[src/rtl/mem_port_scheduler.sv]
// Two-port (CPU / VGA) arbiter onto a single SDRAM port, one
// transaction outstanding, with CPU anti-starvation ageing.
//
// Ports:
//   clk, reset          clock, synchronous active-high reset
//   cpu_m_*             CPU request port (addr/data/access/ack/wr/bsel)
//   mcga_m_*            VGA request port, same shape as CPU port
//   vga_active_display  VGA priority hint
//   sdram_m_*           memory port driven from latched winner request
//   grant_vga           owner of current/last transaction (1=VGA)
//   cpu_starved         CPU has waited AGE_LIMIT or more cycles
module mem_port_scheduler #(
  parameter int AGE_LIMIT = 12,
  parameter int AGE_W     = 4
) (
  input  logic        clk,
  input  logic        reset,
  input  logic [19:1] cpu_m_addr,
  input  logic [15:0] cpu_m_data_out,
  output logic [15:0] cpu_m_data_in,
  input  logic        cpu_m_access,
  output logic        cpu_m_ack,
  input  logic        cpu_m_wr_en,
  input  logic [1:0]  cpu_m_bytesel,
  input  logic [19:1] mcga_m_addr,
  input  logic [15:0] mcga_m_data_out,
  output logic [15:0] mcga_m_data_in,
  input  logic        mcga_m_access,
  output logic        mcga_m_ack,
  input  logic        mcga_m_wr_en,
  input  logic [1:0]  mcga_m_bytesel,
  input  logic        vga_active_display,
  output logic [19:1] sdram_m_addr,
  output logic [15:0] sdram_m_data_out,
  input  logic [15:0] sdram_m_data_in,
  output logic        sdram_m_access,
  input  logic        sdram_m_ack,
  output logic        sdram_m_wr_en,
  output logic [1:0]  sdram_m_bytesel,
  output logic        grant_vga,
  output logic        cpu_starved
);

  typedef enum logic [1:0] {
    IDLE,
    ISSUE,
    RESP
  } state_t;

  localparam logic [AGE_W-1:0] LIMIT = AGE_W'(AGE_LIMIT);

  state_t      state_q, state_d;
  logic        gvga_q, gvga_d;
  logic        rr_vga_q, rr_vga_d;
  logic [19:1] addr_q, addr_d;
  logic [15:0] wdat_q, wdat_d;
  logic        wr_q, wr_d;
  logic [1:0]  bsel_q, bsel_d;
  logic        acc_q, acc_d;
  logic [15:0] crd_q, crd_d;
  logic [15:0] vrd_q, vrd_d;
  logic        cack_q, cack_d;
  logic        vack_q, vack_d;
  logic        cmsk_q, cmsk_d;
  logic        vmsk_q, vmsk_d;
  logic [AGE_W-1:0] age_q, age_d;

  logic cpu_req;
  logic vga_req;
  logic pick_any;
  logic pick_vga;
  logic grant_now;
  logic starved;
  logic cpu_owns;

  // A port is masked during its ack cycle and the one after, so a
  // request line that has not dropped yet is not granted twice.
  assign cpu_req  = cpu_m_access & ~(cack_q | cmsk_q);
  assign vga_req  = mcga_m_access & ~(vack_q | vmsk_q);
  assign pick_any = cpu_req | vga_req;
  assign starved  = (age_q >= LIMIT);
  assign cpu_owns = (state_q != IDLE) & ~gvga_q;

  always_comb begin
    pick_vga = 1'b0;
    if (starved && cpu_req) begin
      pick_vga = 1'b0;
    end else if (vga_active_display && vga_req) begin
      pick_vga = 1'b1;
    end else if (cpu_req && vga_req) begin
      pick_vga = rr_vga_q;
    end else begin
      pick_vga = vga_req;
    end
  end

  always_comb begin
    state_d   = state_q;
    gvga_d    = gvga_q;
    rr_vga_d  = rr_vga_q;
    addr_d    = addr_q;
    wdat_d    = wdat_q;
    wr_d      = wr_q;
    bsel_d    = bsel_q;
    acc_d     = acc_q;
    crd_d     = crd_q;
    vrd_d     = vrd_q;
    cack_d    = 1'b0;
    vack_d    = 1'b0;
    cmsk_d    = cack_q;
    vmsk_d    = vack_q;
    grant_now = 1'b0;

    unique case (state_q)
      IDLE: begin
        if (pick_any) begin
          grant_now = 1'b1;
          state_d   = ISSUE;
        end
      end
      ISSUE: begin
        // Memory ack is only honoured here.
        if (sdram_m_ack) begin
          acc_d   = 1'b0;
          state_d = RESP;
          if (gvga_q) begin
            vrd_d  = sdram_m_data_in;
            vack_d = 1'b1;
          end else begin
            crd_d  = sdram_m_data_in;
            cack_d = 1'b1;
          end
        end
      end
      RESP: begin
        if (pick_any) begin
          grant_now = 1'b1;
          state_d   = ISSUE;
        end else begin
          state_d = IDLE;
        end
      end
      default: state_d = IDLE;
    endcase

    if (grant_now) begin
      gvga_d   = pick_vga;
      rr_vga_d = ~pick_vga;
      acc_d    = 1'b1;
      if (pick_vga) begin
        addr_d = mcga_m_addr;
        wdat_d = mcga_m_data_out;
        wr_d   = mcga_m_wr_en;
        bsel_d = mcga_m_bytesel;
      end else begin
        addr_d = cpu_m_addr;
        wdat_d = cpu_m_data_out;
        wr_d   = cpu_m_wr_en;
        bsel_d = cpu_m_bytesel;
      end
    end
  end

  // Age counts CPU wait cycles; it is cleared while the CPU owns
  // the port, when it is granted, or when it stops asking.
  always_comb begin
    age_d = age_q;
    if (!cpu_m_access || cpu_owns ||
        (grant_now && !pick_vga)) begin
      age_d = '0;
    end else if (age_q != '1) begin
      age_d = age_q + 1'b1;
    end
  end

  always_ff @(posedge clk) begin
    if (reset) begin
      state_q  <= IDLE;
      gvga_q   <= 1'b0;
      rr_vga_q <= 1'b0;
      addr_q   <= '0;
      wdat_q   <= '0;
      wr_q     <= 1'b0;
      bsel_q   <= '0;
      acc_q    <= 1'b0;
      crd_q    <= '0;
      vrd_q    <= '0;
      cack_q   <= 1'b0;
      vack_q   <= 1'b0;
      cmsk_q   <= 1'b0;
      vmsk_q   <= 1'b0;
      age_q    <= '0;
    end else begin
      state_q  <= state_d;
      gvga_q   <= gvga_d;
      rr_vga_q <= rr_vga_d;
      addr_q   <= addr_d;
      wdat_q   <= wdat_d;
      wr_q     <= wr_d;
      bsel_q   <= bsel_d;
      acc_q    <= acc_d;
      crd_q    <= crd_d;
      vrd_q    <= vrd_d;
      cack_q   <= cack_d;
      vack_q   <= vack_d;
      cmsk_q   <= cmsk_d;
      vmsk_q   <= vmsk_d;
      age_q    <= age_d;
    end
  end

  assign sdram_m_addr     = addr_q;
  assign sdram_m_data_out = wdat_q;
  assign sdram_m_access   = acc_q;
  // Write strobe only asserted while a write is actually in flight.
  assign sdram_m_wr_en    = wr_q & acc_q;
  assign sdram_m_bytesel  = bsel_q;
  assign cpu_m_data_in    = crd_q;
  assign mcga_m_data_in   = vrd_q;
  assign cpu_m_ack        = cack_q;
  assign mcga_m_ack       = vack_q;
  assign grant_vga        = gvga_q;
  assign cpu_starved      = starved;

endmodule

[config.mk]
export PLATFORM = sky130hd
export DESIGN_NAME = mem_port_scheduler
export DESIGN_NICKNAME = d
export VERILOG_FILES = /design/src/rtl/mem_port_scheduler.sv
export SDC_FILE = /design/constraint.sdc
export NUM_CORES = 1
export LEC_CHECK = 0
export ABC_AREA = 1
export CORE_UTILIZATION = 41
export CTS_CLUSTER_DIAMETER = 40
export DETAILED_ROUTE_END_ITERATION = 6
export GPL_TIMING_DRIVEN = 0
export HOLD_SLACK_MARGIN = 0.05
export PLACE_DENSITY = 0.8
export SLEW_MARGIN = 20
export SYNTH_ARGS = -nofsm -noshare
export SYNTH_HDL_FRONTEND = slang
export SYNTH_SLANG_ARGS = --single-unit
[constraint.sdc]
create_clock -name clk -period 1.5 [get_ports clk]
set_clock_uncertainty 0.1 [all_clocks]
set_input_delay 0.15 -clock clk [delete_from_list [all_inputs] [get_ports clk]]
set_output_delay 0.15 -clock clk [all_outputs]
set_load 0.02 [all_outputs]
# [Word-level counts from Yosys, hierarchy flattened]
# Cells that the tools add are included.
[op_classes] n_addsub=1 magnitude_cmp=1 eq_ne=5 n_mux=18 bitwise=13 n_reduce_logical=19
[ops] op="19-bit 2-to-1 mux" n=1
[ops] op="16-bit 2-to-1 mux" n=1
[ops] op="1-bit 2-to-1 mux" n=12
[ops] op="2-bit 2-to-1 mux" n=3
[ops] op="1-bit NOT" n=6
[ops] op="2-bit one-hot mux with 3 select lines" n=1
[ops] op="3-bit AND reduction" n=2
[ops] op="2-bit nonzero test" n=3
[ops] op="4-bit by 1-bit adder with 4-bit output (second input constant)" n=1
[ops] op="1-bit bitwise AND" n=4
[ops] op="4-bit >= comparator (second input constant)" n=1
[ops] op="1-bit logical AND" n=4
[ops] op="2-bit inequality test (second input constant)" n=2
[ops] op="4-bit inequality test (second input constant)" n=1
[ops] op="2-bit AND reduction" n=2
[ops] op="2-bit OR reduction" n=2
[ops] op="1-bit bitwise OR" n=3
[ops] op="3-bit OR reduction" n=1
[ops] op="2-bit by 1-bit equality test with 1-bit output (second input constant)" n=1
[ops] op="2-bit equality test (second input constant)" n=1
[ops] op="1-bit logical NOT" n=2
[ops] op="2-bit logical NOT" n=1
[ops] op="1-bit logical OR" n=2
[totals] register_bits=83 inputBits=98 wordCells=72

# [Longest topological paths before layout]
[logic_depth] ltp_word=11 depth_mapped=10 mapped_depth_nobuf=9

# [Worst setup path after synthesis]
# No wires, ideal clock.
[synth_timing] kind="register to register" from="register vack_q (netlist: mcga_m_ack)" to="register addr_q, in the netlist sdram_m_addr[1]" t_arrival_ns=1.255 required_time_ns=1.272 path_slack_ns=0.017 stages_incl_launch_ff=10 path_buffers=2 period_less_slack_ns=1.483 path_cell_list="dfxtp_1 nor2_1 nand2_1 inv_2 buf_4 buf_4 nand4_1 nand2_1 nor2_1 nor2_1"
[synth_via] elab_chain_cells=8 elab_cells_between_ends=12
[synth_lines] item="start, declared" line="63" rtl="logic vack_q, vack_d;"
[synth_lines] item="start signal, assigned" line="205" rtl="vack_q <= vack_d;"
[synth_lines] item="1-bit bitwise OR (*)" line="79" rtl="assign vga_req = mcga_m_access & ~(vack_q | vmsk_q);"
[synth_lines] item="1-bit NOT (*)" line="79"
[synth_lines] item="1-bit bitwise AND (*)" line="79"
[synth_lines] item="1-bit logical AND" line="90" rtl="end else if (cpu_req && vga_req) begin"
[synth_lines] item="1-bit 2-to-1 mux" line="90"
[synth_lines] item="1-bit 2-to-1 mux" line="88" rtl="end else if (vga_active_display && vga_req) begin"
[synth_lines] item="1-bit 2-to-1 mux" line="86" rtl="if (starved && cpu_req) begin"
[synth_lines] item="19-bit 2-to-1 mux" line="150" rtl="if (pick_vga) begin"
[synth_lines] item="end signal, assigned" line="197" rtl="addr_q <= addr_d;"
[synth_lines] item="end, declared" line="55" rtl="logic [19:1] addr_q, addr_d;"
# Every way passes the cells marked *; elsewhere a longest branch is shown, timed or not.
# A chain may end at the register's enable or synchronous reset.

# [Worst setup path after layout]
[layout_timing] from="register state_q[0]" to="register vrd_q[12] (netlist: mcga_m_data_in[12])"
[layout_via] elab_chain_cells=2
[layout_lines] item="start, declared" line="52" rtl="state_t state_q, state_d;"
[layout_lines] item="start signal, assigned" line="194" rtl="state_q <= state_d;"
[layout_lines] item="2-bit by 1-bit equality test with 1-bit output" line="114" rtl="unique case (state_q)"
[layout_lines] item="3-bit AND reduction (no source line)"
[layout_lines] item="end signal, assigned" line="203" rtl="vrd_q <= vrd_d;"
[layout_lines] item="end, declared" line="61" rtl="logic [15:0] vrd_q, vrd_d;"
# Every way passes these cells.

==> run summary <==
status: finished, final reports clean
commonest non-fill, non-tap cell in the layout: nor2_1
fmax: 672 MHz
crit path kind: register to register
Placement Cell Area: 5490 sq um
Fin Setup TNS: 0 ns
period utilization: 0.993
Max rail drop VDD: 677 uV
Final Max Tran Viols: 0
die width: 96.3 microns
synth warn: 0
Slew @ Worst Pin: 0.464 ns
Worst EP required: 1.64 ns
vias in the first global route: 3768
CTS clk-pin slew, worst paths: 0.09 ns
pre-CTS setup slack: -0.378 ns
Pwr Density: 917 nW/um^2
number of diodes: 0
# port buffers: 171
Pre-antenna DRT Iters: 4
First DRT Iteration DRCs: 142
worst min-delay path category: input port to register
clk_lat worst skew: 0.35 ns
overflow left after global routing: 0
final instance area: 5860 sq um
vias: 4104
total of max-cap violations: 0
DR DRC count: 0
synthesis-to-finish area growth: 60.8%
#FFs+latches synth: 83
CTS root buf: clkbuf_8
Routed WL: 11.5 mm
RSZ-0062 raised after global routing: true
slew margin rel.: 0.691
Avg WL per Cell: 13.7 microns
syn_area_per_cell: 6.78 sq um
Synth Cell Area: 3640 sq um
H-tree levels: 3
die height: 96.3 microns
hpwl dp: 8.62 mm
CTS tree: built
Pleak: 2.90 nW
setup ws final: 0.0112 ns
CP arrival: 1.62 ns
distinct cell type count after synthesis: 24
Finish-stage setup viols: 0
startpoint types: register
num rows: 34
largest net degree at the start of global routing: 15
layout cells sized above 1: 0.112
Post-Syn Nets: 636
GPL Wtd Cong: 0.810
sequential-to-total area share from yosys stat: 0.456
most frequent cells in the layout: nor2_1, clkdlybuf4s50_1, nand2_1
fin nets: 828
slowest CP cell: dfxtp_2
Via density: 4.87
TritonCTS Buffers: 9
Initial Util: 0.420
slowest stage delay, CP: 0.38 ns
top-level I/O count: 173
GRT Total Usage: 0.242
Die ar.: 9270 sq um
initial antenna violation count: 0
cells after synthesis: 537
worst-path cell chain: inv_2, nor2_4, nand3_4, clkbuf_4, o21ai_0, nor2_1
first-pass GRT wire length: 17.3 mm
Tmin final: 1.49 ns
crit path max fanout: 10
DRT antenna net count: 0
Worst Setup End Kind: register
Max Root-Sink Buffers: 2
total core area: 8680 sq um
CTS sink count: 83
Hold Violations, Final: 0
## routing by layer
metal	GRT usage	up-vias	wire [microns]
met4	0.0833	0	210
met1	0.270	1865	4720
met2	0.429	162	5480
met5	0	-	0
li1	-	2058	-
met3	0.0814	19	1130
## power by group
| part | switching [mW] | internal (mW) | total (mW) |
|---|---|---|---|
| Combinational | 0.787 | 0.681 | 1.47 |
| Clock | 0.803 | 0.649 | 1.45 |
| Sequential | 0.0881 | 2.36 | 2.45 |
| Total | 1.68 | 3.69 | 5.37 |
## critical path: cells and delay by family, from the launching register on
family          cells  cell delay, ns
flops               1            0.38
compound gates      1            0.20
buf+inv             2            0.30
simple gates        3            0.38
## final timing paths
kind	from	to	slack (ns)	cells past startpoint
hold reg to reg	mcga_m_ack$_SDFF_PP0_	vmsk_q$_SDFF_PP0_	0.35	2
setup / recovery	state_q[0]$_SDFFE_PP0P_	mcga_m_data_in[12]$_SDFFE_PP0P_	0.01	6
hold / removal	reset	state_q[0]$_SDFFE_PP0P_	0.07	2
setup reg to reg	state_q[0]$_SDFFE_PP0P_	mcga_m_data_in[12]$_SDFFE_PP0P_	0.01	6
## cells by family (layout without fill, tap and decap cells)
| group | count (synthesis) | after routing | synth area share |
|---|---|---|---|
| AND/OR/NAND/NOR | 326 | 326 | 0.375 |
| XOR/XNOR | 1 | 1 | 0.00240 |
| flip-flops | 83 | 83 | 0.456 |
| buffers and inverters | 84 | 281 | 0.102 |
| adder cells (fa/ha/maj) | 1 | 1 | 0.00343 |
| AO/OA/AOI/OAI | 42 | 42 | 0.0615 |
## synthesized netlist by cell type
cell type	n	area share
a21oi_1	4	0.0055
a21oi_4	1	0.0045
buf_1	1	0.0010
buf_2	8	0.011
buf_4	6	0.012
buf_6	3	0.0093
clkbuf_1	13	0.013
dfxtp_1	83	0.46
ha_1	1	0.0034
inv_1	49	0.050
inv_2	4	0.0041
nand2_1	91	0.094
nand2_2	1	0.0017
nand2_4	1	0.0031
nand3_1	9	0.012
nand3_2	2	0.0055
nand4_1	40	0.069
nor2_1	180	0.19
nor2_4	1	0.0031
nor3_1	1	0.0014
o21a_1	1	0.0021
o21ai_0	35	0.048
o21ai_1	1	0.0014
xor2_1	1	0.0024
## metrics by stage
stage,utilization,hold slack [ns],power [mW],std cells
final,0.675,0.0684,5.37,842
after global routing,0.675,0.104,5.65,842
after CTS,0.651,0.0698,5.31,835
after detailed placement,0.633,0.338,3.95,816
after global placement,0.633,0.326,3.92,816
after floorplan,-,0.193,3.23,537
## cell type report
class / count / area (sq um)
Fill cell: 785 / 2820
Sequential cell: 83 / 1670
Multi-Input combinational cell: 370 / 1690
Tap cell: 108 / 135
Timing Repair Buffer: 182 / 1740
Inverter: 53 / 206
Buffer: 30 / 241
Clock inverter: 5 / 38.8
Clock buffer: 11 / 141
## repair_timing
action / in CTS / in global routing
hold buffers: 0 / 0
resized for setup: 93 / 60
cloned: 0 / 1
setup endpoints to repair: 129 / 62
pin swaps: 3 / 12
buffers inserted: 3 / 7
## registers in the layout, summed over array words and instances, names as in the netlist
name	cells
cpu_m_data_in	16
sdram_m_bytesel	2
sdram_m_addr	19
vmsk_q	1
grant_vga	1
cpu_m_ack	1
mcga_m_ack	1
sdram_m_access	1
wr_q	1
sdram_m_data_out	16
state_q	2
cmsk_q	1
rr_vga_q	1
mcga_m_data_in	16
age_q	4
Power figures use the tool's default switching activity.
